==> src/rtl/ddr4_cmd_issuer.sv <==
// DDR4 command issuer: accepts one read/write request at a time, tracks the open row of
// every bank and emits PRE/ACT/RD/WR on a registered command bus with tRP, tRCD, tRAS
// and tCCD spacing. Open-page policy; data movement is handled elsewhere.
module ddr4_cmd_issuer #(
  parameter int unsigned BGWIDTH   = 2,
  parameter int unsigned BAWIDTH   = 2,
  parameter int unsigned ADDRWIDTH = 17,
  parameter int unsigned COLWIDTH  = 10,
  parameter int unsigned TRCD      = 4,
  parameter int unsigned TRP       = 4,
  parameter int unsigned TRAS      = 16,
  parameter int unsigned TCCD      = 4
) (
  input  logic                 clk,
  input  logic                 reset_n,
  input  logic                 req_valid,
  output logic                 req_ready,
  input  logic                 req_we,
  input  logic [BGWIDTH-1:0]   req_bg,
  input  logic [BAWIDTH-1:0]   req_ba,
  input  logic [ADDRWIDTH-1:0] req_row,
  input  logic [COLWIDTH-1:0]  req_col,
  output logic                 cke,
  output logic                 cs_n,
  output logic                 act_n,
  output logic [ADDRWIDTH-1:0] A,
  output logic [BGWIDTH-1:0]   bg,
  output logic [BAWIDTH-1:0]   ba,
  output logic                 done,
  output logic                 done_hit
);

  localparam int unsigned BANKW  = BGWIDTH + BAWIDTH;
  localparam int unsigned NBANKS = 1 << BANKW;

  localparam logic [5:0] TRP_LD  = 6'(TRP - 1);
  localparam logic [5:0] TRCD_LD = 6'(TRCD - 1);
  localparam logic [5:0] TRAS_LD = 6'(TRAS - 1);
  localparam logic [5:0] TCCD_LD = 6'(TCCD - 1);

  typedef enum logic [2:0] {
    StIdle,
    StSched,
    StPre,
    StWaitRp,
    StAct,
    StWaitRcd,
    StCas
  } state_e;

  state_e r_state;
  state_e w_state_d;

  // Latched request
  logic                 r_we;
  logic [BGWIDTH-1:0]   r_bg;
  logic [BAWIDTH-1:0]   r_ba;
  logic [ADDRWIDTH-1:0] r_row;
  logic [COLWIDTH-1:0]  r_col;
  logic                 r_hit;

  // Bank table and timers
  logic                 r_open     [NBANKS];
  logic [ADDRWIDTH-1:0] r_open_row [NBANKS];
  logic [5:0]           r_ras_cnt  [NBANKS];
  logic [5:0]           r_rp_cnt;
  logic [5:0]           r_rcd_cnt;
  logic [5:0]           r_ccd_cnt;

  // Registered command bus
  logic                 r_cke;
  logic                 r_cs_n;
  logic                 r_act_n;
  logic [ADDRWIDTH-1:0] r_a;
  logic                 r_ready;
  logic                 r_done;
  logic                 r_done_hit;

  logic [BANKW-1:0]     w_bank;
  logic                 w_accept;
  logic                 w_issue_pre;
  logic                 w_issue_act;
  logic                 w_issue_cas;
  logic                 w_hit_d;
  logic                 w_ready_d;
  logic [ADDRWIDTH-1:0] w_a_rd;
  logic [ADDRWIDTH-1:0] w_a_wr;
  logic [ADDRWIDTH-1:0] w_a_pre;

  assign w_bank = {r_bg, r_ba};

  // Command encodings for the latched request; A10 and unused bits stay 0
  always_comb begin
    w_a_rd                 = '0;
    w_a_rd[16:14]          = 3'b101;
    w_a_rd[COLWIDTH-1:0]   = r_col;
    w_a_wr                 = '0;
    w_a_wr[16:14]          = 3'b100;
    w_a_wr[COLWIDTH-1:0]   = r_col;
    w_a_pre                = '0;
    w_a_pre[16:14]         = 3'b010;
  end

  // Next-state and command-issue decisions
  always_comb begin
    w_state_d   = r_state;
    w_accept    = 1'b0;
    w_issue_pre = 1'b0;
    w_issue_act = 1'b0;
    w_issue_cas = 1'b0;
    w_hit_d     = r_hit;
    unique case (r_state)
      StIdle: begin
        if (req_valid && r_ready) begin
          w_accept  = 1'b1;
          w_state_d = StSched;
        end
      end
      StSched: begin
        if (r_open[w_bank] && (r_open_row[w_bank] == r_row)) begin
          w_hit_d = 1'b1;
          // A hit with tCCD expired goes straight onto the bus from here
          if (r_ccd_cnt == 6'd0) begin
            w_issue_cas = 1'b1;
            w_state_d   = StIdle;
          end else begin
            w_state_d = StCas;
          end
        end else if (r_open[w_bank]) begin
          w_hit_d   = 1'b0;
          w_state_d = StPre;
        end else begin
          w_hit_d   = 1'b0;
          w_state_d = StAct;
        end
      end
      StPre: begin
        if (r_ras_cnt[w_bank] == 6'd0) begin
          w_issue_pre = 1'b1;
          w_state_d   = (TRP == 1) ? StAct : StWaitRp;
        end
      end
      StWaitRp: begin
        // Leave one edge early so ACT lands exactly TRP cycles after PRE
        if (r_rp_cnt <= 6'd1) begin
          w_state_d = StAct;
        end
      end
      StAct: begin
        w_issue_act = 1'b1;
        w_state_d   = (TRCD == 1) ? StCas : StWaitRcd;
      end
      StWaitRcd: begin
        if (r_rcd_cnt <= 6'd1) begin
          w_state_d = StCas;
        end
      end
      StCas: begin
        if (r_ccd_cnt == 6'd0) begin
          w_issue_cas = 1'b1;
          w_state_d   = StIdle;
        end
      end
      default: w_state_d = StIdle;
    endcase
  end

  assign w_ready_d = r_cke && (w_state_d == StIdle);

  // State register
  always_ff @(posedge clk or negedge reset_n) begin
    if (!reset_n) begin
      r_state <= StIdle;
    end else begin
      r_state <= w_state_d;
    end
  end

  // Request latch on handshake; hit flag captured during classification
  always_ff @(posedge clk or negedge reset_n) begin
    if (!reset_n) begin
      r_we  <= 1'b0;
      r_bg  <= '0;
      r_ba  <= '0;
      r_row <= '0;
      r_col <= '0;
      r_hit <= 1'b0;
    end else begin
      if (w_accept) begin
        r_we  <= req_we;
        r_bg  <= req_bg;
        r_ba  <= req_ba;
        r_row <= req_row;
        r_col <= req_col;
      end
      r_hit <= w_hit_d;
    end
  end

  // Global timers: load on their command, otherwise count down to 0 and hold
  always_ff @(posedge clk or negedge reset_n) begin
    if (!reset_n) begin
      r_rp_cnt  <= '0;
      r_rcd_cnt <= '0;
      r_ccd_cnt <= '0;
    end else begin
      if (w_issue_pre)             r_rp_cnt <= TRP_LD;
      else if (r_rp_cnt != 6'd0)   r_rp_cnt <= r_rp_cnt - 6'd1;
      if (w_issue_act)             r_rcd_cnt <= TRCD_LD;
      else if (r_rcd_cnt != 6'd0)  r_rcd_cnt <= r_rcd_cnt - 6'd1;
      if (w_issue_cas)             r_ccd_cnt <= TCCD_LD;
      else if (r_ccd_cnt != 6'd0)  r_ccd_cnt <= r_ccd_cnt - 6'd1;
    end
  end

  // Per-bank open-row table and tRAS timers, independent of the FSM state
  always_ff @(posedge clk or negedge reset_n) begin
    if (!reset_n) begin
      for (int unsigned i = 0; i < NBANKS; i++) begin
        r_open[i]     <= 1'b0;
        r_open_row[i] <= '0;
        r_ras_cnt[i]  <= '0;
      end
    end else begin
      for (int unsigned i = 0; i < NBANKS; i++) begin
        if (w_issue_act && (w_bank == BANKW'(i))) begin
          r_ras_cnt[i] <= TRAS_LD;
        end else if (r_ras_cnt[i] != 6'd0) begin
          r_ras_cnt[i] <= r_ras_cnt[i] - 6'd1;
        end
      end
      if (w_issue_pre) begin
        r_open[w_bank] <= 1'b0;
      end
      if (w_issue_act) begin
        r_open[w_bank]     <= 1'b1;
        r_open_row[w_bank] <= r_row;
      end
    end
  end

  // Registered command bus; deselect unless a command issues this edge
  always_ff @(posedge clk or negedge reset_n) begin
    if (!reset_n) begin
      r_cke      <= 1'b0;
      r_cs_n     <= 1'b1;
      r_act_n    <= 1'b1;
      r_a        <= '0;
      r_ready    <= 1'b0;
      r_done     <= 1'b0;
      r_done_hit <= 1'b0;
    end else begin
      r_cke      <= 1'b1;
      r_ready    <= w_ready_d;
      r_cs_n     <= 1'b1;
      r_act_n    <= 1'b1;
      r_a        <= '0;
      r_done     <= 1'b0;
      r_done_hit <= 1'b0;
      if (w_issue_act) begin
        r_cs_n  <= 1'b0;
        r_act_n <= 1'b0;
        r_a     <= r_row;
      end else if (w_issue_pre) begin
        r_cs_n <= 1'b0;
        r_a    <= w_a_pre;
      end else if (w_issue_cas) begin
        r_cs_n     <= 1'b0;
        r_a        <= r_we ? w_a_wr : w_a_rd;
        r_done     <= 1'b1;
        r_done_hit <= w_hit_d;
      end
    end
  end

  assign cke       = r_cke;
  assign cs_n      = r_cs_n;
  assign act_n     = r_act_n;
  assign A         = r_a;
  assign bg        = r_bg;
  assign ba        = r_ba;
  assign req_ready = r_ready;
  assign done      = r_done;
  assign done_hit  = r_done_hit;

endmodule

==> config.mk <==
export PLATFORM = sky130hd
export DESIGN_NAME = ddr4_cmd_issuer
export DESIGN_NICKNAME = d
export VERILOG_FILES = /design/src/rtl/ddr4_cmd_issuer.sv
export SDC_FILE = /design/constraint.sdc
export NUM_CORES = 1
export LEC_CHECK = 0
export BUFFER_PORTS_ARGS = -buffer_cell sky130_fd_sc_hd__buf_2
export CAP_MARGIN = 25
export CORE_MARGIN = 8
export CORE_UTILIZATION = 45
export CTS_BUF_LIST = sky130_fd_sc_hd__clkbuf_8
export DETAILED_ROUTE_END_ITERATION = 8
export SLEW_MARGIN = 20
export SYNTH_ARGS = -nofsm -noshare
export SYNTH_HDL_FRONTEND = slang
export SYNTH_SLANG_ARGS = --single-unit
==> constraint.sdc <==
create_clock -name clk -period 2.79 [get_ports clk]
set_input_delay 0.279 -clock clk [delete_from_list [all_inputs] [get_ports clk]]
set_output_delay 0.279 -clock clk [all_outputs]
set_load 0.05 [all_outputs]
==> results summary, run 1 <==
The post-detailed-routing wire length came out at 62,400 um. The width of the die is 236 um. The combinational power share came out at 42.7%. In this run the core area contains 80 standard-cell rows. Derived from the worst setup path, the maximum achievable clock frequency is 344 MHz. During synthesis, Yosys emitted a total of 0 warnings.

The number of max-capacitance violations reported is 0. The path class of the tightest hold or removal check is in -> async. The via density per instance is 5.52. Summed over all nets, the half-perimeter wirelength after detailed placement is 41,600 um. The signed area change from the synthesized netlist to the final layout came out at 19.6%. The max-slew violation count is 0. The hold violation total from the final report is 0. The library cell occupying the most area in the post-synthesis netlist is sky130_fd_sc_hd__dfrtp_1. The slew of the pin with the lowest slew margin came out at 0.692 ns. The total nets after synthesis is 2,182. The fraction of synthesized cell area taken by the top area cell type came out at 52.9%. The share of total power in the clock network is 19.4%. The count of nets left with antenna violations once routing finished came out at 0. The required time at the worst-slack endpoint is 3.37 ns. The worst voltage drop across the vdd grid came out at 0.422 mV.

Setup repair after global routing could not meet its margin everywhere. By area the synthesized netlist is led by sky130_fd_sc_hd__dfrtp_1 (53%), sky130_fd_sc_hd__nand2_1 (12%), sky130_fd_sc_hd__mux2_2 (7.1%). The critical path is of the reg -> reg type. The startpoint type of the worst setup path is a flip-flop. The synthesized area per cell came out at 10.2 um2. The portion of synthesized area spent on multiplexers is 14.8%. The detailed-route via count is 16,700. Internal power comes to 18,900 uW.

The maximum number of pins on one net before global-route repair is 76. After routing, the total negative slack on setup checks comes to -1.61 ns. The checks that failed: negative setup slack. The H-tree depth came out at 3. The number of top-level pins is 62. The fraction of final layout cells sized beyond drive strength 1 is 23.6%. The insertion delay of the later-clocked pin in the worst-skew pair came out at 0.65 ns. The number of buffers on the longest clock path is 3.

In the synthesized netlist the async set-or-reset flop fraction comes to 100%. The final weighted congestion in routability-driven placement came out at 0.878. Registers are responsible for 37.9% of the overall power. The first-iteration detailed-routing DRC count is 1,243.

The fraction of the mapped netlist area in adder cells came out at 1.21%. For this run, the detailed router's first-pass iteration total came to 7. CTS placed an instance of sky130_fd_sc_hd__clkbuf_8 at the clock tree root. The xor-xnor portion of the synthesized cell area came out at 2.34%. Once routing completed, OpenROAD measured the worst setup slack at -0.118 ns. The area of the core came out at 47,600 um2.

The count of nets after finishing came out at 2,411. The number of endpoints failing setup at the final stage is 19. The total inserted antenna cells is 0. The switching share of power is 39.2%.

The number of buffers created by CTS is 79. The largest fanout of any net on the critical path is 16. The power density over cell area is 1190 nW/um2. Global routing used 22.4% of the available tracks across all layers. The via count of the first global-routing pass was 17,000. The netlist area before placement is 21,700 um2. Synthesis produced 2,126 cells. Of the available clock period, the critical path in the final layout requires 104%. The worst pin sits at a relative slew slack of 53.9%. The initial utilization of the core area, before any placement, comes to 45.6%.

The count of clock tree sinks is 461. The final period demand of the worst path came out at 2.91 ns. The global-route wire length before repair came out at 98,100 um. By area, the combinational part of the netlist is dominated by simple AND/OR/NAND/NOR gates.

The clock slew seen by the registers of the worst setup and hold paths is 0.06 ns. TritonCTS built the clock tree. The initial antenna violation count is 0.

The run finished, with violations left. For the worst setup path, the data arrival time is 3.49 ns. Of the synthesized area, sequential elements account for 53.1%. In the synthesized netlist the dominant register cell turns out to be sky130_fd_sc_hd__dfrtp_1. The distinct cell type count of the synthesized netlist came out at 72. Global routing finished with a remaining overflow of 0. The endpoint kind of the worst setup timing path is a flip-flop.

The number of design rule violations left after detail routing came out at 0. The y dimension of the die is 236 um. The smallest hold slack came out at 0.206 ns. The compound-cell area share of the yosys netlist is 6.60%. Fill cells in the final layout number 4,151. The average detailed-routed wire length per instance is 20.6 um.

In this run the power spent charging and discharging nets is 12,200 uW. Counting flops and latches in the post-synthesis netlist gives 461. The number of enable flip-flop cells after synthesis came out at 0.

The post-synthesis simple-gate area fraction came out at 18.3%. The die area is 55,600 um2. The count of buffers from port buffering is 61. The cell leakage power is 0.0130 uW. The setup clock skew after layout came out at 0.0282 ns.
-- sequential cells by signal (all words and copies together) (netlist names), named ones only --
signal      count
A              17
act_n           1
ba              2
bg              2
cke             1
cs_n            1
done            1
done_hit        1
r_ccd_cnt       6
r_col          10
r_hit           1
r_open          2
r_open_row    272
r_ras_cnt      96
r_rcd_cnt       6
r_row          17
r_rp_cnt        6
r_state         3
r_we            1
req_ready       1
-- through the flow --
step,area (um2),cells,utilization (%),power [uW],worst slack [ns]
final,26000,3024,54.5,31000,-0.118
after global routing,26000,3024,54.5,33100,-0.230
after CTS,25700,3008,53.9,30700,-0.110
after detailed placement,23700,2836,49.8,24200,-0.174
after global placement,23700,2836,49.8,23900,-0.0630
after floorplan,21700,2126,-,19700,0.00332
-- cells in the final DEF, fill, tap and decap left out, types with 33 or more instances in the layout --
cell	n
sky130_fd_sc_hd__a21oi_1	57
sky130_fd_sc_hd__buf_2	60
sky130_fd_sc_hd__buf_4	146
sky130_fd_sc_hd__clkbuf_8	96
sky130_fd_sc_hd__dfrtp_1	455
sky130_fd_sc_hd__dlygate4sd3_1	33
sky130_fd_sc_hd__inv_1	89
sky130_fd_sc_hd__mux2_2	137
sky130_fd_sc_hd__mux2i_1	71
sky130_fd_sc_hd__mux4_2	41
sky130_fd_sc_hd__nand2_1	670
sky130_fd_sc_hd__nor2_1	79
sky130_fd_sc_hd__nor3_1	46
sky130_fd_sc_hd__o21ai_0	35
sky130_fd_sc_hd__xnor2_1	40
-- critical path: stages, from the launching register on --
cell	delay, ns
sky130_fd_sc_hd__dfrtp_4	0.55
sky130_fd_sc_hd__buf_12	0.18
sky130_fd_sc_hd__buf_12	0.13
sky130_fd_sc_hd__buf_6	0.11
sky130_fd_sc_hd__mux4_2	0.42
sky130_fd_sc_hd__mux2i_1	0.15
sky130_fd_sc_hd__a21oi_1	0.10
sky130_fd_sc_hd__xor2_1	0.17
sky130_fd_sc_hd__nor2_2	0.24
sky130_fd_sc_hd__nand4_4	0.22
sky130_fd_sc_hd__o21ai_4	0.21
sky130_fd_sc_hd__buf_12	0.16
sky130_fd_sc_hd__a32o_1	0.18
-- power groups by stage --
stage               Sequential (uW)  Clock, uW  Combinational [uW]
floorplan                     11300          0                8440
global placement              11700          0               12100
detailed placement            11800          0               12500
CTS                           11700       6190               12800
global route                  12100       6480               14500
finish                        11800       6030               13300
-- cell families (layout without fill, tap and decap cells) --
logic type / count (synthesis) / in the layout
buffers and inverters: 188 / 471
other: 1 / 1
multiplexers: 252 / 252
flip-flops: 461 / 461
AND/OR/NAND/NOR: 933 / 933
XOR/XNOR: 58 / 58
adder cells (fa/ha/maj): 21 / 21
AO/OA/AOI/OAI: 212 / 212
-- final timing paths --
check	startpoint	to	slack [ns]	depth (start not counted)
max	ba[1]	A[3]	-0.12	12
min	reset_n	A[13]	0.21	2
max reg2reg	ba[1]	A[3]	-0.12	12
min reg2reg	r_open_row[11]	r_open_row[11]	0.47	2
max in group asynchronous	reset_n	r_ras_cnt[6]	1.67	3
min in group clk	req_col[2]	r_col[2]	0.40	3
-- synth_stat cells, drive strengths merged (3+ instances only) --
library cell and number:
a32o 10, o211ai 20, xor2 18, mux2 137
and3 11, o31ai 15, o22ai 5, clkbuf 90
a22oi 26, mux2i 73, inv 61, nand4b 16
nand3b 12, mux4 42, nand2b 10, o41ai 3
nor3 47, dfrtp 459, xnor2 40, nor2b 6
a221oi 4, buf 37, a31oi 7, o31a 3
nand2 670, ha 21, or3 9, a21oi 57
nor3b 5, and2 14, o21ai 38, nor4 25
a21o 3, nor2 82, nand3 15
-- final cells by class --
cell class / instances / area, um2 / share of cell area, %
Sequential cell: 461 / 11500 / 44.4
Inverter: 61 / 233 / 0.896
Clock buffer: 96 / 1320 / 5.08
Clock inverter: 39 / 218 / 0.838
Tap cell: 615 / 769 / 2.96
Timing Repair Buffer: 275 / 2330 / 8.96
Multi-Input combinational cell: 1477 / 9570 / 36.8
-- layer usage --
metal	global-route usage (%)	vias to the layer above	share of wire (%)
met5	0	-	0
met3	4.81	113	6.2
met1	29.6	8333	44
met4	8.08	0	2.7
met2	36.0	564	47
li1	-	7691	-
-- repair_timing --
action | in CTS | in global routing
hold endpoints to repair | 95 | 0
setup buffers | 3 | 14
endpoints found under the setup margin | 23 | 41
gates cloned | 1 | 1
hold buffers | 33 | 0
pin swaps | 4 | 7
resized for setup | 9 | 36
No activity file was read; power rests on OpenSTA's default activity.
==> run 2: changes to the inputs <==
- BUFFER_PORTS_ARGS: -buffer_cell sky130_fd_sc_hd__buf_2 -> unset
- DONT_BUFFER_PORTS: unset -> 1
==> run 2 against run 1 <==
  * The flow finishes with violations (negative hold slack, max-slew violations, negative setup slack)
  * Combinational power decreased by 8%
  * Design area shrank 2.2%
  * Sequential cell count did not move
  * Core utilization fell by 1.2 points
  * Sequential share of layout area is 0.98 points higher
  * Clock-buffer cell count up 4
  * Critical path depth is 3 lower
  * Via count shrank 2.1%
  * Die area is the same
  * Critical path type unchanged
  * Critical endpoint is now r_state[2]
  * Largest power group unchanged
==> results summary, run 2 (synthesis results as in run 1) <==
The cell leakage power was 0.0126 uW (-3.0%). The global-route wire length before repair is 95,200 um (-2.9%). The power density over cell area was 1200 nW/um2 (+0.80%).

The number of buffers on the longest clock path was 3 (unchanged). The H-tree depth is 3 (unchanged). The critical path's largest stage delay is 0.52 ns (-0.03 ns). The final period demand of the worst path came to 2.82 ns (-0.0921 ns). The top cell types in the final layout, fill and taps aside, are sky130_fd_sc_hd__nand2_1 (670), sky130_fd_sc_hd__dfrtp_1 (455), sky130_fd_sc_hd__buf_4 (139), sky130_fd_sc_hd__mux2_2 (137), sky130_fd_sc_hd__clkbuf_8 (100). The insertion delay of the later-clocked pin in the worst-skew pair is 0.67 ns (+0.02 ns).

The highest clock frequency the design can meet came out at 355 MHz (+3.3%). The final core area utilization was 53.4% (-1.2 points). The net switching power figure came to 11,900 uW (-1.9%). The maximum number of pins on one net before global-route repair is 462 (+510%). The startpoint type of the worst setup path is a flip-flop.

The filler-free cell count of the finished design is 2,949 (-2.5%). The die area came out at 55,600 um2 (unchanged). The number of buffers and inverters on the critical path is 2 (-2).

The gate family responsible for the most delay along the worst path is compound AO/OA/AOI/OAI gates. The number of buffers created by CTS was 79 (unchanged). The site row count is 80 (unchanged). The number of iterations in the first detailed-routing pass came out at 5 (-2). The count of antenna-violating nets left after detailed routing is 0 (unchanged).

The post-route worst setup slack is -0.0264 ns (+0.0921 ns). The startpoint identified for the worst register-to-register timing path is ba[1]. Traced cell by cell, the critical path runs through buf_12, mux4_2, mux2i_1, xor2_1, o211ai_1, buf_4, a211o_1, o31a_1, o31ai_1. The average detailed-routed wire length per instance is 20.3 um (-1.4%). The hold violation total from the final report was 461 (+461). The internal power summed over all cells is 18,700 uW (-1.0%). The signed area change from the synthesized netlist to the final layout is 17.1%. The required time at the worst-slack endpoint is 3.36 ns (about the same). The count of nets after finishing is 2,329 (-3.4%). Setup repair after global routing could not meet its margin everywhere.

The count of clock tree sinks is 461 (unchanged). The final reports fail on negative hold slack, max-slew violations, negative setup slack. The combined global-route utilization of all metal layers came out at 21.6% (-0.72 points). The final HPWL from detailed placement was 39,800 um (-4.4%). The worst slack at placement was -0.149 ns (+0.0252 ns). The root buffer cell chosen for the clock tree is sky130_fd_sc_hd__clkbuf_8. The initial antenna violation count is 1 (+1).

The register-to-register setup slack is -0.03 ns (+0.09 ns). The y dimension of the die came out at 236 um (unchanged). The slew of the pin with the lowest slew margin is 1.95 ns (+1.25 ns). The worst min-delay path class is in -> async. The final weighted congestion in routability-driven placement came out at 0.839 (-4.5%). The worst slew slack as a fraction of its limit is -29.7% (-84 points). The via count of the first global-routing pass is 16,500 (-3.2%). The overflow left after global routing came out at 0 (unchanged). The critical path is of the reg -> reg type. The number of design rule violations left after detail routing came out at 0 (unchanged). The clock slew seen by the registers of the worst setup and hold paths is 0.06 ns (about the same). The worst setup path is captured at a flip-flop. The post-detailed-routing wire length came to 60,000 um (-3.9%).

Leaving out fill and tap cells, the most frequent cell in the layout is sky130_fd_sc_hd__nand2_1. The share of total power in the clock network is 20.5% (+1.1 points). The footprint of the multi-input gates is 9490 um2 (-0.81%). The endpoint identified for the worst register-to-register timing path is r_state[2]. The depth of the worst register-to-register path came out at 9 (-3). The clock tree from TritonCTS is built. The width of the die is 236 um (unchanged). The arrival time of the worst setup path is 3.39 ns (-0.10 ns). The number of top-level pins came out at 62 (unchanged). The worst voltage drop across the vdd grid is 0.406 mV (-3.7%). The setup clock skew after layout came out at 0.0310 ns (+0.00278 ns). The area of the core was 47,600 um2 (unchanged).

The total placed cells including tap cells is 2,772 (-2.3%). In the final layout, the registers with the most flip-flops are r_open_row (272), r_ras_cnt (96). The number of fillers in the final layout was 4,144 (-0.17%). The fraction of final layout cells sized beyond drive strength 1 came out at 21.0% (-2.5 points). The initial core utilization is 45.6% (unchanged).

The register cell area after layout is 11,500 um2 (unchanged). The detailed-route via count came to 16,300 (-2.1%). The slowest stage of the critical path is the sky130_fd_sc_hd__mux4_2 cell. The count of buffers from port buffering was 0 (-100%).

The via density per instance came to 5.54 (+0.37%). The switching share of power came to 39.0% (-0.21 points). The relative contribution of sequential cells to total power came out at 39.3% (+1.4 points).

The flip-flop count of the largest register, all copies and words added came out at 272 (unchanged). The register with the most flip-flops in the final layout is r_open_row. The count of hold buffers inserted by post-cts repair is 32 (-3.0%). The max-slew violation count came out at 221 (+221).

The largest fanout of any net on the critical path is 26 (+10). The first-iteration detailed-routing DRC count came out at 1,371 (+10%). The combinational power share is 40.1% (-2.6 points). The number of max-capacitance violations reported is 0 (unchanged).

The number of endpoints failing setup at the final stage came out at 11 (-8). The smallest hold slack came to -0.644 ns (-0.850 ns). The flow ran to the end, but the final reports show violations.

The final cycle utilization of the critical path came out at 101% (-3.3 points).
[run 2: cell types whose count changed in the layout (fill, tap and decap cells not counted), sizes merged]
cell | before | now
buf | 241 | 161
clkinv | 3 | 9
clkbuf | 97 | 100
clkinvlp | 5 | 2
diode | 0 | 1
dlygate4sd3 | 33 | 32
inv | 90 | 89
[run 2: layout make-up]
type / count / share of cell area, %
timing repair buffer: 193 / 6.92
clock buffer: 100 / 5.41
sequential: 461 / 45.4
inverter: 61 / 0.901
antenna: 1 / 0.00984
tap: 615 / 3.03
clock inverter: 41 / 0.974
multi-input combinational: 1477 / 37.3
[run 2: through the flow]
step           hold slack (ns)  TNS [ns]  total power, uW  area, um2
6_report                -0.644    -0.181            30600      25400
2_1_floorplan          -0.0166         0            19700      21700
4_1_cts                 -0.704    -0.146            30700      25400
3_5_place_dp            0.0163     -2.38            24000      23400
3_3_place_gp            0.0146     -2.01            23600      23400
5_1_grt                 -0.709     -2.71            32600      25400
[run 2: worst max path at each step]
stage          startpoint    endpoint  cells past startpoint  slack, ns
2_1_floorplan       ba[0]        A[6]                     11      0.003
3_3_place_gp        ba[1]        A[7]                     10      -0.12
3_5_place_dp        ba[1]        A[2]                     10      -0.15
4_1_cts             ba[1]  r_state[2]                     10      -0.03
5_1_grt             ba[1]  r_state[1]                     12      -0.16
6_report            ba[1]  r_state[2]                      9      -0.03
[run 2: what timing repair did]
item / CTS / global route
cloned: 0 / 0
pin swaps: 4 / 2
endpoints found under the hold margin: 493 / 461
resized for setup: 15 / 5
setup buffers: 1 / 2
setup endpoints to repair: 21 / 33
[run 2: routing by layer]
metal	track usage [%]	share of wire, %	wire (um)	up-vias
met5	0	0.018	11	-
met4	8.63	3.3	1960	2
met3	4.53	6.2	3750	125
met2	34.4	46	27700	511
met1	28.8	44	26500	8175
li1	-	-	-	7534
[run 2: power by group through the flow]
stage | Combinational, uW | Clock, uW | Sequential [uW]
after floorplan | 8440 | 0 | 11300
after detailed placement | 12000 | 0 | 12000
after CTS | 12200 | 6430 | 12000
after global routing | 13500 | 6740 | 12400
final | 12300 | 6290 | 12000
after global placement | 11600 | 0 | 12000
==> run 3: changes to the inputs <==
- CORE_MARGIN: 8 -> unset
==> run 3 against run 2 <==
  * Clock skew increased by 0.014 ns
  * The flow finishes with violations (negative hold slack, negative setup slack)
  * Sequential power about the same
  * Critical endpoint is now A[2]
  * Hold slack got worse by 0.033 ns
  * Global-route usage increased by 3.4 points
  * First-iteration DRC count decreased by 4.5%
==> results summary, run 3 (synthesis results as in run 1) <==
The worst voltage drop across the vdd grid came out at 0.455 mV (+12%). The insertion delay of the later-clocked pin in the worst-skew pair is 0.68 ns (about the same). The endpoint kind of the worst setup timing path is a flip-flop.

For this design, the slowest cell found on the critical path is sky130_fd_sc_hd__mux4_2. The post-detailed-routing wire length is 60,300 um (+0.56%). The instance area at placement came out at 23,400 um2 (+0.32%).

The footprint of the multi-input gates is 9540 um2 (+0.55%). The count of antenna-violating nets left after detailed routing is 0 (unchanged). The highest clock frequency the design can meet came out at 346 MHz (-2.5%). The count of hold buffers inserted by post-cts repair is 32 (unchanged). Leaving out fill and tap cells, the most frequent cell in the layout is sky130_fd_sc_hd__nand2_1. The cell that appears most often on the critical path is sky130_fd_sc_hd__buf_12. The final period demand of the worst path came to 2.89 ns (+0.0737 ns). The largest fanout of any net on the critical path came out at 16 (-38%). The max-slew violation count came to 0 (-100%). The fraction of final layout cells sized beyond drive strength 1 came out at 22.6% (+1.5 points). The critical path's largest stage delay came out at 0.53 ns (about the same). The register cell area after layout is 11,500 um2 (unchanged). The number of iterations in the first detailed-routing pass is 5 (unchanged).

The hold violation total from the final report came out at 461 (unchanged). The cell leakage power is 0.0128 uW (+1.7%). The site row count came to 80 (unchanged). The slew of the pin with the lowest slew margin is 1.22 ns (-0.724 ns). The count of buffers from port buffering is 0 (unchanged).

The final HPWL from detailed placement came out at 39,600 um (-0.34%). The area of the core came out at 47,600 um2 (unchanged). The power density over cell area was 1200 nW/um2 (about the same).

The number of fillers in the final layout is 4,141 (-0.072%). Setup repair after global routing could not meet its margin everywhere. The startpoint type of the worst setup path is a flip-flop. The smallest hold slack was -0.677 ns (-0.0327 ns). The count of nets after finishing came to 2,363 (+1.5%).

The y dimension of the die came out at 222 um (-5.9%). The number of endpoints failing setup at the final stage is 20 (+9). The initial antenna violation count came out at 1 (unchanged). Among cell families on the critical path, the largest total delay comes from compound AO/OA/AOI/OAI gates.

The final core area utilization is 53.9% (+0.59 points). The number of design rule violations left after detail routing came out at 0 (unchanged). The number of max-capacitance violations reported is 0 (unchanged). The overflow left after global routing was 0 (unchanged). The width of the die is 222 um (-5.9%). The count of clock tree sinks came out at 461 (unchanged). The number of buffers on the longest clock path came out at 3 (unchanged).

The tightest min-delay check is of the in -> async type. The length of routed wiring on met1 is 26,500 um (-0.15%). The number of buffers created by CTS was 80 (+1.3%). The required time at the worst-slack endpoint is 3.38 ns (+0.02 ns). The detailed-route via count came out at 16,500 (+1.1%). The worst setup path is of the reg -> reg kind.

The final weighted congestion in routability-driven placement is 0.860 (+2.5%). The via count of the first global-routing pass is 16,900 (+2.8%). The worst slew slack as a fraction of its limit came to 18.5% (+48 points). The highest routed metal layer is met4. The flip-flop count of the largest register, all copies and words added came out at 272 (unchanged). The setup clock skew after layout came out at 0.0447 ns (+0.0138 ns).

The final non-filler cell area is 25,700 um2 (+1.1%). The top cell types in the final layout, fill and taps aside, are sky130_fd_sc_hd__nand2_1 (669), sky130_fd_sc_hd__dfrtp_1 (455), sky130_fd_sc_hd__buf_4 (173), sky130_fd_sc_hd__mux2_2 (137), sky130_fd_sc_hd__clkbuf_8 (98). The die area is 49,100 um2 (-12%).

TritonCTS built the clock tree. The power after layout is 30,900 uW (+1.0%). The signed area change from the synthesized netlist to the final layout is 18.3%. The detailed-routed wire length on met3 is 3950 um (+5.4%). The clock slew seen by the registers of the worst setup and hold paths came out at 0.06 ns (about the same).

More flip-flops sit in one register than any other, and that register is r_open_row. The combined global-route utilization of all metal layers came to 25.0% (+3.4 points). The post-route worst setup slack is -0.100 ns (-0.0737 ns). The final cycle utilization of the critical path is 104% (+2.6 points). The signal on the critical path passes through buf_12, mux4_2, mux2i_2, xor2_1, o211ai_1, a211oi_2, o2111ai_2, o21ai_4, buf_12, a32o_1. The initial core utilization came to 45.6% (unchanged). The maximum number of pins on one net before global-route repair is 462 (unchanged).

The average detailed-routed wire length per instance came to 20.2 um (-0.82%). The sum of negative setup slack came to -1.33 ns (-1.15 ns). The tree is rooted in a sky130_fd_sc_hd__clkbuf_8. The arrival time of the worst setup path is 3.48 ns (+0.09 ns).

The number of top-level pins came out at 62 (unchanged). The largest registers in the layout are r_open_row (272), r_ras_cnt (96). The H-tree depth is 3 (unchanged). The filler-free cell count of the finished design is 2,990 (+1.4%). The global-route wire length before repair is 95,400 um (+0.14%). The first-iteration detailed-routing DRC count is 1,309 (-4.5%). The number of buffers and inverters on the critical path was 2 (unchanged).

The met2 wirelength from detailed routing came out at 28,100 um (+1.3%). The via density per instance is 5.53 (-0.26%). The final reports fail on negative hold slack, negative setup slack.

The flow ran to the end, but the final reports show violations. The total placed cells including tap cells came out at 2,792 (+0.72%).
[run 3: cell count changes in the layout (fill, tap and decap cells not counted), sizes merged]
cell / delta
inv: +9
bufinv: -1
clkbuf: -1
buf: +31
clkinv: +1
clkinvlp: +1
bufbuf: +1
[run 3: power by group]
group          internal, uW  switching (uW)  total [uW]
Clock                  3280            2840        6130
Sequential             9500            2550       12100
Combinational          6090            6650       12700
[run 3: layout make-up]
type / count / share of cell area [%]
multi-input cells: 1477 / 37.1
repair buffers: 226 / 7.80
well taps: 615 / 2.99
clock inverters: 51 / 1.01
clock buffers: 98 / 5.25
diodes: 1 / 0.00974
inverters: 61 / 0.891
flip-flops and latches: 461 / 44.9
[run 3: path summary, 6_finish.rpt]
path                                 from              to  slack, ns  cells past startpoint
setup / recovery                    ba[1]            A[2]      -0.10                     10
min in group clk               req_col[2]        r_col[2]       0.31                      2
max in group asynchronous         reset_n           bg[0]       2.42                      0
setup reg to reg                    ba[1]            A[2]      -0.10                     10
hold reg to reg            r_open_row[74]  r_open_row[74]       0.47                      2
hold / removal                    reset_n   r_ras_cnt[50]      -0.68                      0
[run 3: per-layer routing]
layer	track usage (%)	vias to the layer above
met1	33.3	8317
met2	40.0	500
met5	0	-
met3	5.25	101
met4	10.1	0
li1	-	7613
[run 3: metrics by stage]
step | hold slack, ns | setup slack (ns)
floorplan | -0.0166 | 0.00332
global placement | 0.00687 | -0.120
detailed placement | 0.00218 | -0.163
CTS | -0.727 | -0.0859
global route | -0.701 | -0.239
finish | -0.677 | -0.100
[run 3: what timing repair did]
action / in CTS / in global routing
setup endpoints to repair: 21 / 42
cloned: 1 / 1
pin swaps: 3 / 5
buffers inserted: 7 / 7
gates resized for setup: 9 / 30
hold endpoints to repair: 493 / 461
[run 3: worst reg2reg max path: stages, from the launching register on]
cell and delay (ns):
sky130_fd_sc_hd__dfrtp_4 0.51, sky130_fd_sc_hd__buf_12 0.17, sky130_fd_sc_hd__mux4_2 0.54, sky130_fd_sc_hd__mux2i_2 0.19, sky130_fd_sc_hd__xor2_1 0.16, sky130_fd_sc_hd__o211ai_1 0.25
sky130_fd_sc_hd__a211oi_2 0.27, sky130_fd_sc_hd__o2111ai_2 0.19, sky130_fd_sc_hd__o21ai_4 0.20, sky130_fd_sc_hd__buf_12 0.16, sky130_fd_sc_hd__a32o_1 0.18
